<file path="src/rtl/core_pkg.sv">
// Shared core definitions: forwarding codes, ALU op encodings and the bubble value.
package core_pkg;

  localparam logic [1:0] FWD_RF  = 2'd0;
  localparam logic [1:0] FWD_MEM = 2'd1;
  localparam logic [1:0] FWD_WB  = 2'd2;

  typedef enum logic [3:0] {
    ALU_ADD  = 4'd0,
    ALU_SUB  = 4'd1,
    ALU_SLL  = 4'd2,
    ALU_SLT  = 4'd3,
    ALU_SLTU = 4'd4,
    ALU_XOR  = 4'd5,
    ALU_SRL  = 4'd6,
    ALU_SRA  = 4'd7,
    ALU_OR   = 4'd8,
    ALU_AND  = 4'd9
  } alu_op_e;

  localparam logic [3:0] BUBBLE_ALUOP = ALU_ADD;

  // The younger EX producer wins over the MEM producer.
  function automatic logic [1:0] fwd_code(input logic ex_hit, input logic mem_hit);
    if (ex_hit)       return FWD_MEM;
    else if (mem_hit) return FWD_WB;
    else              return FWD_RF;
  endfunction

endpackage

</file>
<file path="src/rtl/hazard_forward_unit.sv">
// Combinational forward-code selection and load-use stall detection for the
// instruction in ID against the EX and MEM producers.
module hazard_forward_unit
  import core_pkg::*;
#(
  parameter int REGW = 5
) (
  input  logic            id_valid_i,
  input  logic [REGW-1:0] rs1_i,
  input  logic [REGW-1:0] rs2_i,
  input  logic            ex_valid_i,
  input  logic            ex_regwrite_i,
  input  logic            ex_memread_i,
  input  logic [REGW-1:0] ex_rd_i,
  input  logic            mem_regwrite_i,
  input  logic [REGW-1:0] mem_rd_i,
  input  logic            hold_i,
  input  logic            flush_i,
  output logic [1:0]      fwd1_o,
  output logic [1:0]      fwd2_o,
  output logic            stall_o
);

  logic ex_wr, mem_wr;
  logic ex_hit1, ex_hit2, mem_hit1, mem_hit2;

  assign ex_wr    = ex_valid_i & ex_regwrite_i & (ex_rd_i != '0);
  assign mem_wr   = mem_regwrite_i & (mem_rd_i != '0);
  assign ex_hit1  = ex_wr & (ex_rd_i == rs1_i);
  assign ex_hit2  = ex_wr & (ex_rd_i == rs2_i);
  assign mem_hit1 = mem_wr & (mem_rd_i == rs1_i);
  assign mem_hit2 = mem_wr & (mem_rd_i == rs2_i);

  assign fwd1_o = fwd_code(ex_hit1, mem_hit1);
  assign fwd2_o = fwd_code(ex_hit2, mem_hit2);

  assign stall_o = id_valid_i & ex_valid_i & ex_memread_i & (ex_rd_i != '0) &
                   ((ex_rd_i == rs1_i) | (ex_rd_i == rs2_i)) & ~flush_i & ~hold_i;

endmodule

</file>
<file path="src/rtl/id_ex_stage.sv">
// ID/EX pipeline register with registered forward codes, load-use bubble
// insertion, flush/hold handling and a saturating bubble counter.
module id_ex_stage
  import core_pkg::*;
#(
  parameter int XLEN = 32,
  parameter int REGW = 5
) (
  input  logic            clock,
  input  logic            reset,
  input  logic            io_hold,
  input  logic            io_flush,
  input  logic            io_id_valid,
  input  logic [REGW-1:0] io_id_rs1_addr,
  input  logic [REGW-1:0] io_id_rs2_addr,
  input  logic [REGW-1:0] io_id_rd_addr,
  input  logic [XLEN-1:0] io_id_rs1_data,
  input  logic [XLEN-1:0] io_id_rs2_data,
  input  logic [XLEN-1:0] io_id_imm,
  input  logic            io_id_immsrc,
  input  logic            io_id_islui,
  input  logic            io_id_memread,
  input  logic            io_id_memwrite,
  input  logic            io_id_regwrite,
  input  logic [3:0]      io_id_aluop,
  input  logic [REGW-1:0] io_exmem_rd_addr,
  input  logic            io_exmem_regwrite,
  output logic            io_stall,
  output logic            io_ex_valid,
  output logic [REGW-1:0] io_ex_rs1_addr,
  output logic [REGW-1:0] io_ex_rs2_addr,
  output logic [REGW-1:0] io_ex_rd_addr,
  output logic [XLEN-1:0] io_ex_rs1_data,
  output logic [XLEN-1:0] io_ex_rs2_data,
  output logic [XLEN-1:0] io_ex_imm,
  output logic            io_ex_immsrc,
  output logic            io_ex_islui,
  output logic            io_ex_memread,
  output logic            io_ex_memwrite,
  output logic            io_ex_regwrite,
  output logic [3:0]      io_ex_aluop,
  output logic [1:0]      io_ex_forward1,
  output logic [1:0]      io_ex_forward2,
  output logic [31:0]     io_stall_count
);

  typedef struct packed {
    logic            valid;
    logic [REGW-1:0] rs1_addr;
    logic [REGW-1:0] rs2_addr;
    logic [REGW-1:0] rd_addr;
    logic [XLEN-1:0] rs1_data;
    logic [XLEN-1:0] rs2_data;
    logic [XLEN-1:0] imm;
    logic            immsrc;
    logic            islui;
    logic            memread;
    logic            memwrite;
    logic            regwrite;
    logic [3:0]      aluop;
    logic [1:0]      fwd1;
    logic [1:0]      fwd2;
  } ex_fields_t;

  // All-zero matches the bubble: FWD_RF and BUBBLE_ALUOP are both zero.
  localparam ex_fields_t BUBBLE = '0;

  ex_fields_t ex_q, ex_d, id_fields;
  logic [31:0] stall_count_q, stall_count_d;
  logic [1:0]  fwd1, fwd2;

  hazard_forward_unit #(.REGW(REGW)) u_hfu (
    .id_valid_i     (io_id_valid),
    .rs1_i          (io_id_rs1_addr),
    .rs2_i          (io_id_rs2_addr),
    .ex_valid_i     (ex_q.valid),
    .ex_regwrite_i  (ex_q.regwrite),
    .ex_memread_i   (ex_q.memread),
    .ex_rd_i        (ex_q.rd_addr),
    .mem_regwrite_i (io_exmem_regwrite),
    .mem_rd_i       (io_exmem_rd_addr),
    .hold_i         (io_hold),
    .flush_i        (io_flush),
    .fwd1_o         (fwd1),
    .fwd2_o         (fwd2),
    .stall_o        (io_stall)
  );

  assign id_fields = '{
    valid:    io_id_valid,
    rs1_addr: io_id_rs1_addr,
    rs2_addr: io_id_rs2_addr,
    rd_addr:  io_id_rd_addr,
    rs1_data: io_id_rs1_data,
    rs2_data: io_id_rs2_data,
    imm:      io_id_imm,
    immsrc:   io_id_immsrc,
    islui:    io_id_islui,
    memread:  io_id_memread,
    memwrite: io_id_memwrite,
    regwrite: io_id_regwrite,
    aluop:    io_id_aluop,
    fwd1:     fwd1,
    fwd2:     fwd2
  };

  always_comb begin
    ex_d          = ex_q;
    stall_count_d = stall_count_q;
    if (io_hold) begin
      ex_d = ex_q;
    end else if (io_flush) begin
      ex_d = BUBBLE;
    end else if (io_stall) begin
      ex_d = BUBBLE;
      if (stall_count_q != 32'hFFFF_FFFF) stall_count_d = stall_count_q + 32'd1;
    end else begin
      ex_d = id_fields;
    end
  end

  always_ff @(posedge clock or negedge reset) begin
    if (!reset) begin
      ex_q          <= BUBBLE;
      stall_count_q <= '0;
    end else begin
      ex_q          <= ex_d;
      stall_count_q <= stall_count_d;
    end
  end

  assign io_ex_valid    = ex_q.valid;
  assign io_ex_rs1_addr = ex_q.rs1_addr;
  assign io_ex_rs2_addr = ex_q.rs2_addr;
  assign io_ex_rd_addr  = ex_q.rd_addr;
  assign io_ex_rs1_data = ex_q.rs1_data;
  assign io_ex_rs2_data = ex_q.rs2_data;
  assign io_ex_imm      = ex_q.imm;
  assign io_ex_immsrc   = ex_q.immsrc;
  assign io_ex_islui    = ex_q.islui;
  assign io_ex_memread  = ex_q.memread;
  assign io_ex_memwrite = ex_q.memwrite;
  assign io_ex_regwrite = ex_q.regwrite;
  assign io_ex_aluop    = ex_q.aluop;
  assign io_ex_forward1 = ex_q.fwd1;
  assign io_ex_forward2 = ex_q.fwd2;
  assign io_stall_count = stall_count_q;

endmodule

</file>
<file path="config.mk">
export PLATFORM = sky130hd
export DESIGN_NAME = id_ex_stage
export DESIGN_NICKNAME = d
export VERILOG_FILES = /design/src/rtl/core_pkg.sv /design/src/rtl/hazard_forward_unit.sv /design/src/rtl/id_ex_stage.sv
export SDC_FILE = /design/constraint.sdc
export NUM_CORES = 1
export LEC_CHECK = 0
export ABC_AREA = 1
export CAP_MARGIN = 20
export CORE_UTILIZATION = 30
export CTS_CLUSTER_DIAMETER = 200
export DETAILED_ROUTE_END_ITERATION = 10
export PLACE_DENSITY = 0.62
export SYNTH_ARGS = -nofsm -noshare
export SYNTH_HDL_FRONTEND = slang
export SYNTH_HIERARCHICAL = 1
export SYNTH_SLANG_ARGS = --single-unit
</file>
<file path="constraint.sdc">
create_clock -name clock -period 2.2 [get_ports clock]
set_input_delay 0.33 -clock clock [delete_from_list [all_inputs] [get_ports clock]]
set_output_delay 0.33 -clock clock [all_outputs]
set_load 0.02 [all_outputs]
</file>
# --- After elaboration in Yosys (flattened, before gate mapping) ---
# Cells that the tools add are included.
word_totals:
  reg_bits: 157
  in_bits: 131
  out_inout_bits: 158
  elab_cells: 47
op_classes:
  n_addsub: 1
  eq_ne: 5
  n_mux: 6
  bitwise_logic: 16
  reduce_logical: 3
ops:
  columns: ["op", "n"]
  rows:
  - ["125-bit two-way mux", 2]
  - ["32-bit by 1-bit adder with 32-bit output (second input constant)", 1]
  - ["32-bit != test (second input constant)", 1]
  - ["5-bit == test", 4]
  - ["1-bit bitwise AND", 13]
  - ["5-bit nonzero test", 2]
  - ["2-bit two-way mux", 4]
  - ["4-bit AND reduction", 1]
  - ["1-bit NOT", 2]
  - ["1-bit OR", 1]

# --- Longest topological paths before layout ---
# Gate-level depths: netlist (run 1).
depth:
  depth_word: 8
  mapped_depth: 11
  depth_no_buf: 10

# --- By module ---
# The synthesis (run 1) kept the hierarchy.
by_module_without_submodules:
  columns: ["mod", "n_inst", "cells_per_inst", "area_each_um2", "seq_area_each_um2"]
  rows:
  - ["id_ex_stage", 1, 636, 6734.0, 3928.8]
  - ["hazard_forward_unit", 1, 90, 404.1, 0.0]

# --- Least setup slack after synthesis (run 1) ---
# No wires, ideal clock.
synth_timing:
  path_kind: "reg2reg"
  startpoint: "reg ex_q, in the netlist io_ex_rd_addr[4]"
  endpoint: "reg ex_q, in the netlist io_ex_rs1_data[0]"
  setup_ns: 0.122
  arrival_time_ns: 2.351
  required_ns: 2.078
  setup_slack_ns: -0.272
  path_stages_with_launch: 11
  path_buffers: 2
  period_less_slack_ns: 2.472
  cell_sequence: "dfrtp_1 inv_1 nand2_1 nand2_1 nor2_1 nand3_1 a21oi_1 inv_2 clkbuf_1 clkbuf_1 a32o_1"
synth_via:
  elab_chain_len: 7
  elab_cells_between_ends: 10
  cone_classes: "eq/ne: 2; mux: 2; bitwise: 5; reduce/logical: 1"
synth_rtl:
  columns: ["item", "line_no", "rtl"]
  rows:
  - ["start, declared", "id_ex_stage.sv:68", "ex_fields_t ex_q, ex_d, id_fields;"]
  - ["start signal, assigned", "id_ex_stage.sv:124", "ex_q <= BUBBLE;"]
  - ["start signal, assigned", "id_ex_stage.sv:127", "ex_q <= ex_d;"]
  - ["5-bit == test or 5-bit nonzero test (tied branches)", "hazard_forward_unit.sv:38, hazard_forward_unit.sv:37", null]
  - ["1-bit OR or 1-bit bitwise AND (tied branches)", "hazard_forward_unit.sv:38, hazard_forward_unit.sv:37", null]
  - ["1-bit bitwise AND (*)", "hazard_forward_unit.sv:37", "assign stall_o = id_valid_i & ex_valid_i & ex_memread_i & (ex_rd_i != '0) &"]
  - ["1-bit bitwise AND (*) (2 in a row)", "hazard_forward_unit.sv:38", "((ex_rd_i == rs1_i) | (ex_rd_i == rs2_i)) & ~flush_i & ~hold_i;"]
  - ["via io_stall", "id_ex_stage.sv:28", "output logic io_stall,"]
  - ["125-bit two-way mux (*)", "id_ex_stage.sv:114", "end else if (io_stall) begin"]
  - ["125-bit two-way mux (*)", "id_ex_stage.sv:112", "end else if (io_flush) begin"]
# The timed path passes the listed nets; every way through them passes the cells marked *.
# A chain may end at the register's enable or synchronous reset.

# --- Worst setup path after layout (run 1) ---
layout_timing:
  startpoint: "reg ex_q, in the netlist io_ex_rd_addr[3]"
  endpoint: "out io_stall"
layout_via:
  elab_chain_len: 5
  elab_cells_between_ends: 8
  cone_classes: "eq/ne: 2; bitwise: 5; reduce/logical: 1"
layout_rtl:
  columns: ["item", "line_no"]
  rows:
  - ["5-bit == test or 5-bit nonzero test (tied branches)", "hazard_forward_unit.sv:38, hazard_forward_unit.sv:37"]
  - ["1-bit OR or 1-bit bitwise AND (tied branches)", "hazard_forward_unit.sv:38, hazard_forward_unit.sv:37"]
  - ["1-bit bitwise AND (*)", "hazard_forward_unit.sv:37"]
  - ["1-bit bitwise AND (*) (2 in a row)", "hazard_forward_unit.sv:38"]
  - ["end, declared", "id_ex_stage.sv:28"]
# Mark *: on every way between the ends. The rest lies on a longest branch, timed or not.

==> reports/metrics.yaml, run 1 <==
pwr:
  powerDensity_nw_per_um2: 659.6
  clkPwrFrac_pct: 40.0
  p_leak_nw: 4.720
  intPower_w: 0.005275
  swShare_pct: 28.64
  p_sw_w: 0.002117
  p_comb_share_pct: 17.2
  peakVddDrop_v: 0.0004312
  p_seq_share_pct: 42.8
floorplan:
  io-pin-count: 289
  dieArea_um2: 24410
  num_rows: 56
  die_h_um: 156.3
  coreArea_um2: 23400
  die_x_um: 156.3
  start_util_pct: 30.50
timing:
  final-setup-viol-count: 0
  fin_skew_ns: 0.01456
  setup_ws_ns: 0.1803
  rsz0062_at_grt: "no"
  fmax_mhz: 495.1
  hold_viol_final: 0
  worst_pin_slew_ns: 0.7601
  post-route-min-period_ns: 2.020
  drv_slew: 0
  min_period_over_period_pct: 91.81
  tns_ns: 0
  timing.slew.headroom_pct: 49.33
hold_path:
  hold_class: "input pin to register"
setup_path:
  crit_path_max_fanout: 5
  arrival_ns: 1.69
  path_delay_family: "flip-flops"
  slowest_delay_ns: 0.46
  worst-setup-path-type: "register to output pin"
  path_cells: "inv_2 > nand2_1 > nand2_1 > nor2_1 > nand3_1 > a21oi_4 > buf_2"
  cp-end-kind: "output pin"
  cp_slowest_cell: "dfrtp_1"
  crit_top_cell: "nand2_1"
  worst-path-buf-inv: 2
  crit_required_ns: 1.87
  cp-start-kind: "register"
  r2r_slack_ns: 0.19
yosys:
  yosysSeqAreaShare_pct: 55.04
  synth.net_count: 858
  synth_top_family_by_area: "simple AND/OR/NAND/NOR gates"
  yosysMostFrequentCell: "nand2_1"
  ys_seq_elements: 157
  synthTopCellsByArea: "dfrtp_1 55%, a32o_1 18%, nand2_1 11%"
  post_synth_num_cell_types: 26
  async_reset_ff_share_pct: 100.0
  synth-xor-area-share_pct: 2.331
  synth_edf_count: 0
  synth_compound_area_share_pct: 18.02
  syn-instance-count: 726
  syn-cell-area_um2: 7138
  synth_top_cell_by_area: "dfrtp_1"
  synth_top_area_share_pct: 55.04
  ys.flop_type: "dfrtp_1"
  syn_area_per_cell_um2: 9.832
  synthSimpleGateAreaFrac_pct: 19.19
  ys_top_cells_by_count: "212 x nand2_1, 157 x dfrtp_1, 125 x a32o_1, 63 x nor2_1, 32 x inv_1"
  synth_fa_ha_area_share_pct: 0.1753
  synthMuxAreaShare_pct: 0
  ys_warn_count: 6
drt:
  wl_per_cell_um: 17.16
  viasPerCell: 4.898
  drtPass1Iterations: 5
  drt_iter0_drc: 518
  ant_nets: 0
  drcViolationCount: 0
  totalWireLength_um: 23270
  num_vias: 6642
layout:
  final_cells: 1356
  seq_area_um2: 3931
  stdcell_area_um2: 11210
  nets: 1155
  area_delta_synth_final_pct: 56.98
  layout-drive-gt1-share_pct: 9.363
  fillers: 2258
  multi_input_area_um2: 2851
global_route:
  grt_pass1_vias: 6631
  grt_antenna_before_repair: 1
  grt_max_degree: 69
  grt.total_usage_pct: 19.39
  grt_pass1_wl_um: 36510
  grt.overflow.total: 0
clocking:
  cts_made_buffers: 17
  clk_latency_ns: 0.43
  cts-root-buf: "clkbuf_16"
  cts_setup_buffers: 0
  clock-sinks: 157
  clkTransAtPathRegs_ns: 0.07
  cts.path.max_buffers: 2
  cts_tree: "built"
  htreeDepth: 4
placement:
  placedCellCount: 1322
  port-buffer-count: 288
  dp_hpwl_um: 16690
  pre_cts_ws_ns: -0.2585
  gp_congestion: 0.9023
  dpl_cell_area_um2: 10590
job:
  drv_cap: 0
status:
  status: "finished clean"
stage by stage:
| step | util (%) | hold slack (ns) | power [W] |
|---|---|---|---|
| floorplan | - | 0.03441 | 0.003699 |
| global placement | 45.24 | 0.3446 | 0.004486 |
| detailed placement | 45.24 | 0.3441 | 0.004494 |
| CTS | 47.87 | 0.4386 | 0.007499 |
| global route | 47.87 | 0.4796 | 0.007695 |
| finish | 47.88 | 0.4431 | 0.007392 |
placed cells by master, fill, tap and decap left out, types with 3 or more instances in the layout:
| cell type | synthesis | routed |
|---|---|---|
| clkdlybuf4s50_1 | 0 | 285 |
| nand2_1 | 212 | 212 |
| dfrtp_1 | 157 | 155 |
| a32o_1 | 125 | 125 |
| nor2_1 | 63 | 63 |
| buf_4 | 2 | 33 |
| inv_1 | 32 | 32 |
| clkbuf_16 | 0 | 17 |
| nand3_1 | 15 | 14 |
| nand3b_1 | 11 | 11 |
| nand4_1 | 11 | 11 |
| xor2_1 | 10 | 10 |
| xnor2_1 | 9 | 9 |
| buf_12 | 0 | 7 |
| inv_2 | 7 | 5 |
| nand2_2 | 5 | 5 |
| o21ai_0 | 5 | 5 |
| clkinv_8 | 0 | 5 |
| nor2_2 | 4 | 4 |
| inv_8 | 0 | 4 |
| nor3_1 | 3 | 3 |
| inv_6 | 0 | 3 |
routing by layer:
layer	vias up	global-route usage [%]	wire length, µm
met2	244	32.04	11100
li1	3168	-	-
met1	3213	23.82	9917
met3	17	7.117	1959
met4	0	4.995	292
met5	-	0	0
flip-flops by register name, summed over array words and instances, names as in the netlist, 2 cells and up:
signal / cells
io_ex_forward1: 2
io_ex_forward2: 2
io_ex_rd_addr: 5
io_ex_imm: 32
io_ex_rs2_addr: 5
io_stall_count: 32
io_ex_rs1_addr: 5
io_ex_aluop: 4
io_ex_rs2_data: 32
io_ex_rs1_data: 32
worst paths after layout:
kind / from / end / depth (start not counted)
min in group asynchronous: reset / io_stall_count[25]$_DFFE_PN0P_ / 2
max in group asynchronous: reset / io_ex_rs1_data[14]$_DFFE_PN0N_ / 3
worst min register to register: io_ex_imm[10]$_DFFE_PN0N_ / io_ex_imm[10]$_DFFE_PN0N_ / 1
worst max register to register: io_ex_rd_addr[3]$_DFFE_PN0N_ / io_ex_imm[14]$_DFFE_PN0N_ / 10
worst max-delay path: io_ex_rd_addr[3]$_DFFE_PN0N_ / io_stall / 7
worst min-delay path: io_hold / io_stall_count[8]$_DFFE_PN0P_ / 6
kinds of logic after synthesis:
kind of cell,count (synthesis)
compound gates,132
xor+xnor,19
fa+ha+maj,1
buf+inv,89
flops,157
simple gates,328
timing repair:
item	CTS	global route
resized for setup	4	3
hold buffers	1	0
setup endpoints to repair	1	1
hold endpoints to repair	46	0
tightest hold or removal path, delay by kind of cell:
kind | cells | cell delay (ns)
buffers and inverters | 2 | 0.13
and+or+nand+nor | 3 | 0.31
AOI/OAI and AO/OA | 1 | 0.06
power groups by stage:
stage	clock (W)	sequential (W)	combinational, W
after floorplan	0	0.00342	0.000274
after global placement	0	0.00321	0.00128
after detailed placement	0	0.00322	0.00128
after CTS	0.00305	0.00316	0.00128
after global routing	0.00316	0.00318	0.00135
final	0.00296	0.00316	0.00127
layout make-up:
type,instances,area share (%)
sequential,157,35.08
timing repair buffer,328,29.15
multi-input combinational,480,25.45
clock buffer,17,3.796
tap,319,3.562
clock inverter,15,1.586
inverter,39,1.351
antenna,1,0.02233
No activity file was read; power rests on OpenSTA's default activity.
==> run 2, diff against run 1 <==
- CTS_BUF_LIST: unset -> sky130_fd_sc_hd__clkbuf_2
- TNS_END_PERCENT: unset -> 30
==> reports/metrics.yaml, run 2 (synthesis results as in run 1) <==
status:
  status: "finished, violations left"  # was finished clean
  violations: "negative setup slack"
floorplan:
  die_x_um: 156.3  # unchanged
  coreArea_um2: 23400  # unchanged
  dieArea_um2: 24410  # unchanged
  num_rows: 56  # unchanged
  io-pin-count: 289  # unchanged
  start_util_pct: 30.50  # unchanged
  die_h_um: 156.3  # unchanged
global_route:
  grt_antenna_before_repair: 2  # was 1
  grt_pass1_vias: 6708  # was 6631
  grt.total_usage_pct: 19.41  # was 19.39%
  grt_max_degree: 69  # unchanged
  grt_pass1_wl_um: 36600  # was 36510 µm
  grt.overflow.total: 0  # unchanged
pwr:
  peakVddDrop_v: 0.0003149  # was 0.0004312 V
  p_total_w: 0.006048  # was 0.007392 W
  swShare_pct: 32.51  # was 28.64%
  p_seq_share_pct: 52.3  # was 42.8%
  p_leak_nw: 6.013  # was 4.720 nW
  powerDensity_nw_per_um2: 544.1  # was 659.6 nW/µm²
  intPower_w: 0.004082  # was 0.005275 W
  p_sw_w: 0.001966  # was 0.002117 W
  clkPwrFrac_pct: 27.5  # was 40.0%
  p_comb_share_pct: 20.2  # was 17.2%
timing:
  fmax_mhz: 441.8  # was 495.1 MHz
  rsz0062_at_grt: "yes"  # was no
  hold_viol_final: 0  # unchanged
  final-setup-viol-count: 1  # was 0
  setup_ws_ns: -0.06330  # was 0.1803 ns
  post-route-min-period_ns: 2.263  # was 2.020 ns
  worst_pin_slew_ns: 0.7750  # was 0.7601 ns
  timing.slew.headroom_pct: 48.33  # was 49.33%
  drv_slew: 0  # unchanged
  fin_skew_ns: 0.04907  # was 0.01456 ns
  min_period_over_period_pct: 102.9  # was 91.81%
layout:
  final_util_pct: 47.49  # was 47.88%
  layout-drive-gt1-share_pct: 13.24  # was 9.363%
  nets: 1169  # was 1155
  final_cell_mix: "212 x nand2_1, 136 x clkdlybuf4s50_1, 133 x dfrtp_1, 125 x a32o_1, 75 x dlygate4sd2_1"  # was 285 x clkdlybuf4s50_1, 212 x nand2_1, 155 x dfrtp_1, 125 x a32o_1, 63 x nor2_1
  area_delta_synth_final_pct: 55.71  # was 56.98%
  layout_commonest_cell: "nand2_1"  # was clkdlybuf4s50_1
clocking:
  cts-root-buf: "clkbuf_2"  # was clkbuf_16
  cts.path.max_buffers: 2  # unchanged
  clk_latency_ns: 0.73  # was 0.43 ns
  htreeDepth: 4  # unchanged
  clkTransAtPathRegs_ns: 0.30  # was 0.07 ns
  clock-sinks: 157  # unchanged
  cts_tree: "built"  # unchanged
  cts_made_buffers: 17  # unchanged
setup_path:
  path_delay_family: "flip-flops"  # unchanged
  cp-start-kind: "register"  # unchanged
  crit_path_max_fanout: 5  # unchanged
  crit_required_ns: 1.87  # about the same
  slowest_delay_ns: 0.50  # was 0.46 ns
  startpoint: "io_ex_rd_addr[0]$_DFFE_PN0N_"  # was io_ex_rd_addr[3]$_DFFE_PN0N_
  cp_slowest_cell: "dfrtp_2"  # was dfrtp_1
  r2r_start: "io_ex_rd_addr[0]$_DFFE_PN0N_"  # was io_ex_rd_addr[3]$_DFFE_PN0N_
  arrival_ns: 1.93  # was 1.69 ns
  worst-path-buf-inv: 2  # unchanged
  worst-setup-path-type: "register to output pin"  # unchanged
  cp-end-kind: "output pin"  # unchanged
  path_cells: "buf_6 > nor2_2 > nand4_1 > nand4_1 > a21oi_4 > buf_6"  # was inv_2 > nand2_1 > nand2_1 > nor2_1 > nand3_1 > a21oi_4 > buf_2
job:
  drv_cap: 0  # unchanged
drt:
  drt_iter0_drc: 510  # was 518
  viasPerCell: 4.910  # was 4.898
  wl_per_cell_um: 17.16  # about the same
  num_vias: 6732  # was 6642
  drcViolationCount: 0  # unchanged
  ant_nets: 0  # unchanged
  drtPass1Iterations: 5  # unchanged
  totalWireLength_um: 23530  # was 23270 µm
hold_path:
  hold_class: "input pin to async pin"  # was input pin to register
placement:
  port-buffer-count: 288  # unchanged
  gp_congestion: 0.9023  # unchanged
  dp_hpwl_um: 16690  # unchanged
==> run 2: changes by cell type in the layout (fill, tap and decap cells not counted), sizes merged <==
cell,previous run,this run
diode,1,2
buf,42,56
dlygate4sd2,0,75
clkdlybuf4s50,285,136
dlymetal6s2s,0,74
==> run 2: what timing repair did <==
item / 4_1_cts / 5_1_grt
pin swaps: 1 / 6
endpoints found under the hold margin: 157 / 0
hold buffers: 1 / 0
resized for setup: 108 / 79
endpoints found under the setup margin: 81 / 75
cloned: 0 / 0
setup buffers: 14 / 0
==> run 2: final timing paths <==
| check | end | slack [ns] | depth (start not counted) |
|---|---|---|---|
| worst max register to register | io_ex_rs1_data[14]$_DFFE_PN0N_ | 0.19 | 9 |
| worst max-delay path | io_stall | -0.06 | 6 |
| worst min register to register | io_ex_imm[4]$_DFFE_PN0N_ | 0.52 | 1 |
| worst min-delay path | io_ex_rs1_data[3]$_DFFE_PN0N_ | 0.12 | 2 |
| min in group clock | io_stall_count[8]$_DFFE_PN0P_ | 0.12 | 6 |
| max in group asynchronous | io_ex_rs1_data[14]$_DFFE_PN0N_ | 1.41 | 3 |
==> run 2: layout make-up <==
type / instances / area, µm²
fillers: 2297 / 12290
inverters: 39 / 151.4
diodes: 2 / 5.005
well taps: 319 / 399.1
repair buffers: 342 / 3473
flip-flops and latches: 157 / 3959
clock buffers: 17 / 85.08
multi-input cells: 480 / 2864
clock inverters: 15 / 177.7
==> run 2: layer usage <==
| metal | track usage, % | wire length (µm) |
|---|---|---|
| met1 | 23.94 | 10060 |
| met2 | 32.23 | 11170 |
| met3 | 6.646 | 1979 |
| met4 | 5.182 | 312 |
| met5 | 0 | 0 |
==> run 2: power by group through the flow <==
stage,clock [W],combinational [W],sequential [W]
6_report,0.00167,0.00122,0.00316
5_1_grt,0.00187,0.00131,0.00319
4_1_cts,0.00176,0.00125,0.00317
3_5_place_dp,0,0.00128,0.00322
3_3_place_gp,0,0.00128,0.00321
2_1_floorplan,0,0.000274,0.00342
==> run 2: per-stage QoR <==
stage / hold slack (ns) / instance area (µm²) / TNS [ns] / worst slack (ns) / instances
detailed placement: 0.3441 / 10590 / -31.72 / -0.2585 / 1322
floorplan: 0.03441 / 7149 / 0 / 0.06759 / 726
CTS: 0.003193 / 10920 / -0.1564 / -0.1564 / 1369
finish: 0.1154 / 11110 / -0.06330 / -0.06330 / 1371
global route: 0.03234 / 11110 / -0.2484 / -0.2484 / 1370
global placement: 0.3446 / 10590 / -26.10 / -0.2301 / 1322
==> run 3, diff against run 2 <==
- SETUP_SLACK_MARGIN: unset -> 0.05
==> reports/metrics.yaml, run 3 (synthesis results as in run 1) <==
drt:
  viasPerCell: 4.900  # was 4.910
  drcViolationCount: 0  # unchanged
  drt_iter0_drc: 476  # was 510
  drtPass1Iterations: 5  # unchanged
  wl_per_cell_um: 16.95  # was 17.16 µm
  num_vias: 6757  # was 6732
  totalWireLength_um: 23380  # was 23530 µm
  ant_nets: 0  # unchanged
placement:
  gp_congestion: 0.9023  # unchanged
  dp_hpwl_um: 16690  # unchanged
  pre_cts_ws_ns: -0.2585  # unchanged
  port-buffer-count: 288  # unchanged
  dpl_cell_area_um2: 10590  # unchanged
  placedCellCount: 1322  # unchanged
pwr:
  peakVddDrop_v: 0.0003097  # was 0.0003149 V
  p_total_w: 0.005996  # was 0.006048 W
  powerDensity_nw_per_um2: 549.2  # was 544.1 nW/µm²
  p_leak_nw: 5.339  # was 6.013 nW
layout:
  final_cell_mix: "212 x nand2_1, 146 x dlygate4sd2_1, 133 x dfrtp_1, 128 x clkdlybuf4s50_1, 125 x a32o_1"  # was 212 x nand2_1, 136 x clkdlybuf4s50_1, 133 x dfrtp_1, 125 x a32o_1, 75 x dlygate4sd2_1
  stdcell_area_um2: 10920  # was 11110 µm²
  final_cells: 1379  # was 1371
  layout-drive-gt1-share_pct: 13.99  # was 13.24%
  area_delta_synth_final_pct: 52.95  # was 55.71%
  layout_commonest_cell: "nand2_1"  # unchanged
  nets: 1177  # was 1169
timing:
  post-route-min-period_ns: 2.249  # was 2.263 ns
  setup_ws_ns: -0.04940  # was -0.06330 ns
  fmax_mhz: 444.6  # was 441.8 MHz
  whs_ns: 0.1064  # was 0.1154 ns
  fin_skew_ns: 0.05595  # was 0.04907 ns
  timing.slew.headroom_pct: 49.74  # was 48.33%
  rsz0062_at_grt: "yes"  # unchanged
  drv_slew: 0  # unchanged
  hold_viol_final: 0  # unchanged
  min_period_over_period_pct: 102.2  # was 102.9%
  worst_pin_slew_ns: 0.7540  # was 0.7750 ns
  final-setup-viol-count: 1  # unchanged
setup_path:
  crit_required_ns: 1.87  # about the same
  cp-start-kind: "register"  # unchanged
  cp-end-kind: "output pin"  # unchanged
  arrival_ns: 1.92  # was 1.93 ns
  crit_path_max_fanout: 5  # unchanged
  worst-setup-path-type: "register to output pin"  # unchanged
clocking:
  htreeDepth: 4  # unchanged
  cts-root-buf: "clkbuf_2"  # unchanged
  cts_tree: "built"  # unchanged
  clkTransAtPathRegs_ns: 0.30  # about the same
  cts_made_buffers: 17  # unchanged
  cts.path.max_buffers: 2  # unchanged
  clk_latency_ns: 0.74  # was 0.73 ns
  clock-sinks: 157  # unchanged
global_route:
  grt.total_usage_pct: 19.48  # was 19.41%
  grt_pass1_vias: 6736  # was 6708
  grt_antenna_before_repair: 2  # unchanged
  grt_pass1_wl_um: 36750  # was 36600 µm
  grt.overflow.total: 0  # unchanged
  grt_max_degree: 69  # unchanged
floorplan:
  io-pin-count: 289  # unchanged
  die_x_um: 156.3  # unchanged
  die_h_um: 156.3  # unchanged
  coreArea_um2: 23400  # unchanged
  num_rows: 56  # unchanged
  start_util_pct: 30.50  # unchanged
  dieArea_um2: 24410  # unchanged
status:
  status: "finished, violations left"  # unchanged
  violations: "negative setup slack"  # unchanged
hold_path:
  hold_class: "input pin to async pin"  # unchanged
job:
  drv_cap: 0  # unchanged
-- run 3: cell count changes in the layout (fill, tap and decap cells not counted) --
cell,before,now
dlygate4sd2_1,75,146
clkdlybuf4s15_1,0,1
buf_4,46,54
clkbuf_2,17,18
clkdlybuf4s50_1,136,128
dlymetal6s2s_1,74,9
-- run 3: through the flow --
| step | utilization [%] | TNS (ns) |
|---|---|---|
| 4_1_cts | 46.51 | -0.1564 |
| 2_1_floorplan | - | 0 |
| 3_3_place_gp | 45.24 | -26.10 |
| 6_report | 46.65 | -0.04940 |
| 5_1_grt | 46.64 | -0.2484 |
| 3_5_place_dp | 45.24 | -31.72 |
-- run 3: timing repair --
action | in CTS | in global routing
setup endpoints to repair | 150 | 11
hold buffers | 1 | 0
gates resized for setup | 181 | 17
cloned | 0 | 0
buffers inserted | 22 | 0
endpoints found under the hold margin | 157 | 0
pin swaps | 1 | 6
-- run 3: layer usage --
metal  GRT usage, %  share of wire [%]  vias to the layer above
li1               -                  -                     3206
met1          23.99                 42                     3262
met2          32.38                 48                      267
met3          6.702                8.6                       22
met4          5.182                1.3                        0
met5              0                  0                        -
-- run 3: worst max-delay path, stage by stage (launching register included) --
cell     delay (ns)
dfrtp_2        0.49
buf_6          0.11
nor2_2         0.03
nand4_1        0.11
nand4_1        0.16
a21oi_4        0.17
buf_6          0.14
-- run 3: final cells by class --
type                       instances  area [µm²]
antenna                            2       5.005
clock buffer                      17       85.08
clock inverter                    15       177.7
fill                            2351       12480
inverter                          39       151.4
multi-input combinational        480        2864
sequential                       157        3959
tap                              319       399.1
timing repair buffer             350        3277
-- run 3: final timing paths --
check / start / to / slack, ns / depth (start not counted)
min: reset / io_stall_count[21]$_DFFE_PN0P_ / 0.11 / 2
min in group clock: io_hold / io_stall_count[8]$_DFFE_PN0P_ / 0.12 / 6
max: io_ex_rd_addr[0]$_DFFE_PN0N_ / io_stall / -0.05 / 6
min reg2reg: io_ex_rs1_data[17]$_DFFE_PN0N_ / io_ex_rs1_data[17]$_DFFE_PN0N_ / 0.52 / 1
max in group asynchronous: reset / io_ex_rs1_data[14]$_DFFE_PN0N_ / 1.42 / 3
max reg2reg: io_ex_rd_addr[0]$_DFFE_PN0N_ / io_ex_rs1_data[14]$_DFFE_PN0N_ / 0.22 / 9
-- run 3: power by group --
part / total (W) / internal, W / switching, W
registers: 0.00316 / 0.00306 / 0.0000971
logic: 0.00117 / 0.000572 / 0.000594
clock network: 0.00167 / 0.000393 / 0.00128
